**src/rtl/ghr_spec_ctrl.sv**
```systemverilog
// ghr_spec_ctrl: speculative/architectural global-history controller with in-order branch FIFO
// Ports: clk, rst (async active-high); pred_valid/pred_taken/pred_ready push a prediction,
// resolve_valid/resolve_taken pop the oldest branch, mispredict flags a wrong head guess,
// flush clears all in-flight state; spec_history, arch_history, inflight_count are state outputs.
// Optional GHR_SPEC_CHECKPOINT_EN: per-entry history checkpoints used for mispredict recovery.
module ghr_spec_ctrl #(
   parameter int HISTORY_SIZE = 8,
   parameter int DEPTH = 4
) (
   input  logic                           clk,
   input  logic                           rst,
   input  logic                           pred_valid,
   input  logic                           pred_taken,
   output logic                           pred_ready,
   input  logic                           resolve_valid,
   input  logic                           resolve_taken,
   output logic                           mispredict,
   input  logic                           flush,
   output logic [HISTORY_SIZE-1:0]        spec_history,
   output logic [HISTORY_SIZE-1:0]        arch_history,
   output logic [$clog2(DEPTH+1)-1:0]     inflight_count
);
   localparam int PW = $clog2(DEPTH);
   localparam int CW = $clog2(DEPTH+1);
   localparam logic [CW-1:0] FULL = CW'(DEPTH);
   logic [DEPTH-1:0] dir;
   logic [PW-1:0] rd_ptr, wr_ptr;
   logic res, push;
   logic [HISTORY_SIZE-1:0] arch_nxt, recov;
   assign pred_ready = inflight_count != FULL;
   assign res = resolve_valid && inflight_count != '0;
   assign mispredict = res && (resolve_taken != dir[rd_ptr]);
   // wrong-path pushes die with the mispredict/flush that squashes the FIFO
   assign push = pred_valid && pred_ready && !mispredict && !flush;
   assign arch_nxt = res ? {arch_history[HISTORY_SIZE-2:0], resolve_taken} : arch_history;
`ifdef GHR_SPEC_CHECKPOINT_EN
   logic [HISTORY_SIZE-1:0] ckpt [DEPTH];
   always_ff @(posedge clk)
      if (push) ckpt[wr_ptr] <= spec_history;
   assign recov = {ckpt[rd_ptr][HISTORY_SIZE-2:0], resolve_taken};
   // the head checkpoint must always match committed history when that branch resolves
   always @(posedge clk)
      if (!rst && res) assert (ckpt[rd_ptr] == arch_history);
`else
   assign recov = arch_nxt;
`endif
   always_ff @(posedge clk)
      if (push) dir[wr_ptr] <= pred_taken;
   always_ff @(posedge clk or posedge rst) begin
      if (rst) begin
         spec_history <= '0;
         arch_history <= '0;
         inflight_count <= '0;
         rd_ptr <= '0;
         wr_ptr <= '0;
      end else begin
         arch_history <= arch_nxt;
         if (flush || mispredict) begin
            spec_history <= flush ? arch_nxt : recov;
            inflight_count <= '0;
            rd_ptr <= '0;
            wr_ptr <= '0;
         end else begin
            if (push) begin
               spec_history <= {spec_history[HISTORY_SIZE-2:0], pred_taken};
               wr_ptr <= wr_ptr + PW'(1);
            end
            if (res) rd_ptr <= rd_ptr + PW'(1);
            inflight_count <= inflight_count + CW'(push) - CW'(res);
         end
      end
   end
endmodule
```
**config.mk**
```make
export PLATFORM = sky130hd
export DESIGN_NAME = ghr_spec_ctrl
export DESIGN_NICKNAME = d
export VERILOG_FILES = /design/src/rtl/ghr_spec_ctrl.sv
export SDC_FILE = /design/constraint.sdc
export NUM_CORES = 1
export LEC_CHECK = 0
export CELL_PAD_IN_SITES_DETAIL_PLACEMENT = 0
export CELL_PAD_IN_SITES_GLOBAL_PLACEMENT = 2
export CORE_MARGIN = 8
export CORE_UTILIZATION = 32
export CTS_CLUSTER_SIZE = 20
export DETAILED_ROUTE_END_ITERATION = 8
export PLACE_DENSITY_LB_ADDON = 0.1
export SKIP_CTS_REPAIR_TIMING = 1
export SLEW_MARGIN = 25
export SYNTH_ARGS = -nofsm -noshare
export SYNTH_HDL_FRONTEND = slang
export SYNTH_SLANG_ARGS = --single-unit
export TNS_END_PERCENT = 100
```
**constraint.sdc**
```tcl
create_clock -name clk -period 3.4 [get_ports clk]
set_input_delay 0.68 -clock clk [delete_from_list [all_inputs] [get_ports clk]]
set_output_delay 0.68 -clock clk [all_outputs]
set_load 0.05 [all_outputs]
```
==> results of run 1 <==
registers in the layout, summed over array words and instances (netlist names):
register        count
arch_history        8
spec_history        8
dir                 4
inflight_count      3
rd_ptr              2
wr_ptr              2
logic make-up (layout without fill, tap and decap cells):
logic type               after synthesis  count (layout)  share of synthesized area
AND/OR/NAND/NOR                       24              24                     0.0934
buffers and inverters                 12              42                     0.0401
multiplexers                          15              15                      0.128
AO/OA/AOI/OAI                         22              22                      0.116
flip-flops                            27              27                      0.519
XOR/XNOR                               5               5                     0.0327
adder cells (fa/ha/maj)                7               7                     0.0710
layout by cell type, fill, tap and decap left out:
cell type,netlist,layout
sky130_fd_sc_hd__clkdlybuf4s50_1,0,26
sky130_fd_sc_hd__dfrtp_1,23,23
sky130_fd_sc_hd__nand2_1,8,8
sky130_fd_sc_hd__mux2i_1,7,7
sky130_fd_sc_hd__mux2_2,7,7
sky130_fd_sc_hd__a32oi_1,7,7
sky130_fd_sc_hd__o21ai_0,7,7
sky130_fd_sc_hd__ha_1,6,6
sky130_fd_sc_hd__and3_1,5,5
sky130_fd_sc_hd__inv_1,5,5
sky130_fd_sc_hd__buf_4,0,5
sky130_fd_sc_hd__a21oi_1,4,4
sky130_fd_sc_hd__nor2_1,4,4
sky130_fd_sc_hd__edfxtp_1,4,4
sky130_fd_sc_hd__xor2_1,3,3
sky130_fd_sc_hd__clkbuf_8,0,3
sky130_fd_sc_hd__and2_1,2,2
sky130_fd_sc_hd__xnor2_1,2,2
sky130_fd_sc_hd__mux4_2,1,1
sky130_fd_sc_hd__o31ai_2,1,1
sky130_fd_sc_hd__or3_1,1,1
sky130_fd_sc_hd__or3b_2,1,1
sky130_fd_sc_hd__nand2_2,1,1
sky130_fd_sc_hd__a31o_2,1,1
sky130_fd_sc_hd__inv_2,1,1
sky130_fd_sc_hd__and3_2,1,1
sky130_fd_sc_hd__o32ai_1,1,1
sky130_fd_sc_hd__a21o_2,1,1
sky130_fd_sc_hd__and2_2,1,1
sky130_fd_sc_hd__fa_1,1,1
sky130_fd_sc_hd__clkbuf_1,4,1
sky130_fd_sc_hd__buf_12,0,1
cell usage after synthesis (2+ instances only):
master	count	area, sq um
sky130_fd_sc_hd__dfrtp_1	23	576
sky130_fd_sc_hd__nand2_1	8	30.0
sky130_fd_sc_hd__a32oi_1	7	61.3
sky130_fd_sc_hd__mux2_2	7	78.8
sky130_fd_sc_hd__mux2i_1	7	70.1
sky130_fd_sc_hd__o21ai_0	7	35.0
sky130_fd_sc_hd__ha_1	6	75.1
sky130_fd_sc_hd__and3_1	5	31.3
sky130_fd_sc_hd__inv_1	5	18.8
sky130_fd_sc_hd__a21oi_1	4	20.0
sky130_fd_sc_hd__clkbuf_1	4	15.0
sky130_fd_sc_hd__edfxtp_1	4	120
sky130_fd_sc_hd__nor2_1	4	15.0
sky130_fd_sc_hd__xor2_1	3	26.3
sky130_fd_sc_hd__and2_1	2	12.5
sky130_fd_sc_hd__xnor2_1	2	17.5
routing by layer:
| metal | share of wire | wire, microns | vias to the layer above |
|---|---|---|---|
| met5 | 0 | 0 | - |
| met1 | 0.42 | 1290 | 460 |
| met3 | 0.077 | 234 | 2 |
| li1 | - | - | 458 |
| met4 | 0.0076 | 23 | 0 |
| met2 | 0.49 | 1490 | 22 |
final cells by class:
type | instances | area, sq um
Multi-Input combinational cell | 73 | 591
Timing Repair Buffer | 32 | 318
Inverter | 6 | 22.5
Sequential cell | 27 | 696
Tap cell | 50 | 62.6
Fill cell | 391 | 2290
Clock buffer | 4 | 45.0
critical path: cells and delay by family (launching register included):
family | cells | cell delay [ns]
mux | 1 | 0.58
xor+xnor | 3 | 0.49
compound gates | 1 | 0.17
flops | 1 | 0.43
buf+inv | 2 | 0.10
fa+ha+maj | 3 | 0.76
simple gates | 2 | 0.13
worst paths after layout:
check	from	end	slack (ns)	cells after the start
min reg2reg	arch_history[7]$_DFF_PP0_	arch_history[7]$_DFF_PP0_	0.55	1
max in group asynchronous	rst	spec_history[3]$_DFFE_PP0P_	1.96	2
max reg2reg	rd_ptr[0]$_DFFE_PP0P_	inflight_count[2]$_DFF_PP0_	0.63	12
max	rd_ptr[0]$_DFFE_PP0P_	inflight_count[2]$_DFF_PP0_	0.63	12
min	arch_history[7]$_DFF_PP0_	arch_history[7]$_DFF_PP0_	0.55	1
min in group asynchronous	rst	spec_history[5]$_DFFE_PP0P_	0.90	2
stage by stage:
step	total power [mW]	hold slack, ns	util	area, sq um	worst slack, ns
after global placement	1.45	0.510	0.419	1690	0.464
after detailed placement	1.46	0.526	0.419	1690	0.443
after CTS	1.65	0.550	0.430	1730	0.608
after floorplan	1.15	0.512	-	1340	0.0863
final	1.62	0.545	0.430	1730	0.630
after global routing	1.73	0.571	0.430	1730	0.446
power breakdown:
group	leakage (nW)	total (mW)	switching (mW)	internal, mW
Clock	0.0228	0.186	0.102	0.0841
Sequential	0.333	0.532	0.0972	0.434
Combinational	0.409	0.907	0.569	0.338
Total	0.765	1.62	0.768	0.857
==> flow_summary.toml, run 1 <==
[cts]
clock_latency_ns = 0.27
ctsLongestPathBuffers = 2
worst_setup_hold_path_clk_slew_ns = 0.09
cts.sinks = 27
tritoncts.num_buffers = 3
clockRootBuffer = "sky130_fd_sc_hd__clkbuf_8"
cts-htree-levels = 1
cts_tree = "built"

[synthesis]
ys_dominant_reg_cell = "sky130_fd_sc_hd__dfrtp_1"
post_synth.cell_area_avg_sq_um = 12.0
async_reset_ff_frac = 0.852
yosysUniqueCellTypes = 30
synth-edff-count = 4
number_of_nets_in_the_synthesized_netlist = 126
yosysWarningCount = 0
cells_after_synthesis = 112
mappedNetlistArea_sq_mm = 0.00134
synth-seq-cells = 27
synth_seq_area_share = 0.519

[floorplan]
io-pin-count = 28
initial_core_util = 0.333
die_height_microns = 80.7
floorplan.rows = 23
floorplan.core_area_sq_mm = 0.00403
die-area_sq_mm = 0.00651
floorplan.die.width_microns = 80.7

[power_and_ir_drop]
static-leakage-power_nw = 0.765
vdd_ir_drop_max_uv = 407
power_density_mw_per_mm2 = 937

[drt]
route.antenna.remaining_nets = 0
remaining_drc_errors = 0
routed_via_density = 4.91
drt_pass_1_iters = 2
wl_per_cell_microns = 15.8
via_count = 942
detail_route.wirelength_microns = 3040
detailedRoute.firstIterationViolations = 48

[global_route]
grt.overflow.total = 0
global_route.usage.met3 = 0.0413
groute.layer.met2.usage = 0.163
grt_first_pass_wirelength_microns = 4960
track_usage = 0.0994
grt_pass1_vias = 967
pin_count_of_the_biggest_net_entering_global_routing = 24
top_usage_layer = "met2"
grtUsageMet1 = 0.117
antenna_found_initial = 0

[setup_path]
timing.critical_path.slowest_cell_delay_ns = 0.58
required_ns = 3.56
worst_setup_path_end_kind = "flip-flop"
critPathMaxFanout = 4
critPathLaunchType = "flip-flop"
timing.critical_path.cells = "mux4_2 > xor2_1 > a21oi_1 > nand2_1 > ha_1 > inv_1 > ha_1 > inv_1 > fa_1 > xor2_1 > xnor2_1 > nor2_1"
setup.worst_path.class = "flip-flop to flip-flop"
cp_data_arrival_time_ns = 2.93
worst_path_max_delay_cell = "sky130_fd_sc_hd__mux4_2"

[final_layout]
post_route_cells_drive_above_1_share = 0.176
syn2layout_area_growth_pct = 29.4
post_layout_cell_count = 192
finalNetCount = 157
antenna_cells_inserted = 0

[worst_hold_path]
worstHoldPathType = "flip-flop to flip-flop"

[timing]
worst_slew_pin_slew_ns = 0.889
fin_setup_tns_ns = 0
worst_clock_skew_ns = 0.00147
layout_min_cycle_time_ns = 2.77
count_of_final_hold_check_violations = 0
finalMaxSlewViolations = 0
slew_headroom = 0.407
grt_setup_unrepaired = "no"
number_of_setup_violations_in_the_final_report = 0
fmax_mhz = 361
finalCritPeriodShare = 0.815

[placement]
finalWeightedCongestion = 0.685
dp_hpwl_microns = 2270
port_buffers = 27
numPlacedInstances = 188

[run_status]
outcome = "finished, final reports clean"

[flow_run]
maxCapViolCount = 0
(Power assumes the default switching activity.)
==> run 2: changes to the inputs <==
Settings changed: CORE_UTILIZATION 32 to 29.
Clock period 3.4 ns to 2.52 ns, I/O delays scaled along.
==> run 2 against run 1 <==
  * The flow now finishes with violations (setup timing)
  * Register-to-register slack got worse by 0.68 ns
  * Critical path depth unchanged
  * Fmax increased by 7.8%
  * Hold slack got worse by 0.012 ns
  * Non-clock buffer count increased by 8
  * First-iteration DRC count decreased by 2.1%
  * Count of clock-buffer cells in the layout decreased by 1
  * Final cell count increased by 5.2%
  * Utilization decreased by 0.87 points
  * Clock skew increased by 0.0039 ns
  * Critical endpoint unchanged
  * Highest routed layer unchanged
==> flow_summary.toml, run 2 (same netlist as run 1, synthesis figures left out) <==
[run_status]
outcome = "finished with violations"
violated_checks = "setup timing"

[drt]
remaining_drc_errors = 0
detailedRoute.firstIterationViolations = 47
wl_per_cell_microns = 16.4
detail_route.wirelength_microns = 3310
route.antenna.remaining_nets = 0
drt_pass_1_iters = 4
routed_via_density = 4.87
via_count = 984

[cts]
worst_setup_hold_path_clk_slew_ns = 0.10
cts_tree = "built"
cts.sinks = 27
clockRootBuffer = "sky130_fd_sc_hd__clkbuf_8"
clock_latency_ns = 0.27
ctsLongestPathBuffers = 2
cts-htree-levels = 1
tritoncts.num_buffers = 3

[setup_path]
cp_data_arrival_time_ns = 2.73
critPathLaunchType = "flip-flop"
timing.rr.end = "inflight_count[2]$_DFF_PP0_"
critical_path.reg2reg.startpoint = "rd_ptr[0]$_DFFE_PP0P_"
setup.worst_path.class = "flip-flop to flip-flop"
timing.critical_path.slowest_cell_delay_ns = 0.56
worst-r2r-cell-count = 12
worstPathBufferInverterCount = 2
timing.critical_path.max_delay_family = "adder cells"
critPathMaxFanout = 2
worst_path_max_delay_cell = "sky130_fd_sc_hd__mux4_2"
required_ns = 2.68
timing.critical_path.cells = "mux4_2 > xor2_2 > a21oi_4 > nand2_4 > ha_4 > inv_2 > ha_4 > inv_2 > fa_2 > xor2_1 > xnor2_1 > nor2_1"
regToRegSetupSlack_ns = -0.05
worst_setup_path_end_kind = "flip-flop"

[placement]
dpl-instance-area_sq_mm = 0.00179
pre_cts_slack_ns = -0.161
dp_hpwl_microns = 2430
port_buffers = 27
numPlacedInstances = 196
finalWeightedCongestion = 0.711

[worst_hold_path]
timing.hold.worst_endpoint = "arch_history[7]$_DFF_PP0_"
holdPathStages = 1
min-delay-start = "arch_history[7]$_DFF_PP0_"
worstHoldPathType = "flip-flop to flip-flop"

[floorplan]
floorplan.die.width_microns = 84.0
initial_core_util = 0.304
floorplan.rows = 24
floorplan.core_area_sq_mm = 0.00441
die_height_microns = 84.0
io-pin-count = 28
die-area_sq_mm = 0.00705

[final_layout]
mostFrequentLayoutCells = "sky130_fd_sc_hd__clkdlybuf4s50_1 (26), sky130_fd_sc_hd__dfrtp_1 (20), sky130_fd_sc_hd__buf_4 (13)"
layout_cell_area_excl_fill_sq_mm = 0.00186
antenna_cells_inserted = 0
fillerInstances = 428
multi_input_comb_area_sq_um = 649
layout.cells.most_common = "sky130_fd_sc_hd__clkdlybuf4s50_1"
postLayoutCoreUtil = 0.422
finalNetCount = 165
syn2layout_area_growth_pct = 38.9
registers_with_the_most_flip_flops = "arch_history: 8 flops, spec_history: 8 flops, dir: 4 flops"
seq_area_sq_um = 699
post_layout_cell_count = 202
post_route_cells_drive_above_1_share = 0.307

[timing]
worst_hold_slack_ns = 0.534
slew_headroom = 0.662
fmax_mhz = 389
finalCritPeriodShare = 1.02
finalMaxSlewViolations = 0
slack_of_the_critical_path_ns = -0.0493
number_of_setup_violations_in_the_final_report = 1
worst_slew_pin_slew_ns = 0.505
grt_setup_unrepaired = "yes"
fin_setup_tns_ns = -0.0493
count_of_final_hold_check_violations = 0
worst_clock_skew_ns = 0.00535
layout_min_cycle_time_ns = 2.57

[power_and_ir_drop]
vdd_ir_drop_max_uv = 499
power_density_mw_per_mm2 = 1240
static-leakage-power_nw = 0.813
fin_total_pwr_mw = 2.30

[global_route]
antenna_found_initial = 0
pin_count_of_the_biggest_net_entering_global_routing = 24
grt_first_pass_wirelength_microns = 5420
grt.overflow.total = 0
grt_pass1_vias = 1055
track_usage = 0.0952

[flow_run]
maxCapViolCount = 0
## run 2: worst max path at each step
| stage | from | end | cells past startpoint |
|---|---|---|---|
| final | rd_ptr[0]$_DFFE_PP0P_ | inflight_count[2]$_DFF_PP0_ | 12 |
| after global routing | rd_ptr[0]$_DFFE_PP0P_ | inflight_count[2]$_DFF_PP0_ | 12 |
| after CTS | rd_ptr[0]$_DFFE_PP0P_ | inflight_count[2]$_DFF_PP0_ | 12 |
| after detailed placement | resolve_taken | inflight_count[2]$_DFF_PP0_ | 12 |
| after global placement | resolve_taken | inflight_count[2]$_DFF_PP0_ | 12 |
| after floorplan | inflight_count[0]$_DFF_PP0_ | inflight_count[2]$_DFF_PP0_ | 13 |
## run 2: metal layers
metal | up-vias | wire length, microns | GRT usage
li1 | 478 | - | -
met1 | 484 | 1640 | 0.133
met2 | 20 | 1480 | 0.134
met3 | 2 | 167 | 0.0273
met4 | 0 | 18 | 0.0330
met5 | - | 0 | 0
## run 2: cell type report
type                    instances  share of cell area
flip-flops and latches         27               0.376
multi-input cells              73               0.349
well taps                      52              0.0349
clock buffers                   3              0.0222
clock inverters                 1             0.00336
repair buffers                 40               0.203
inverters                       6              0.0121
## run 2: power by group
part | internal, mW | switching [mW] | total (mW)
combinational | 0.514 | 0.805 | 1.32
clock | 0.113 | 0.142 | 0.255
sequential | 0.589 | 0.137 | 0.726
total | 1.22 | 1.08 | 2.30
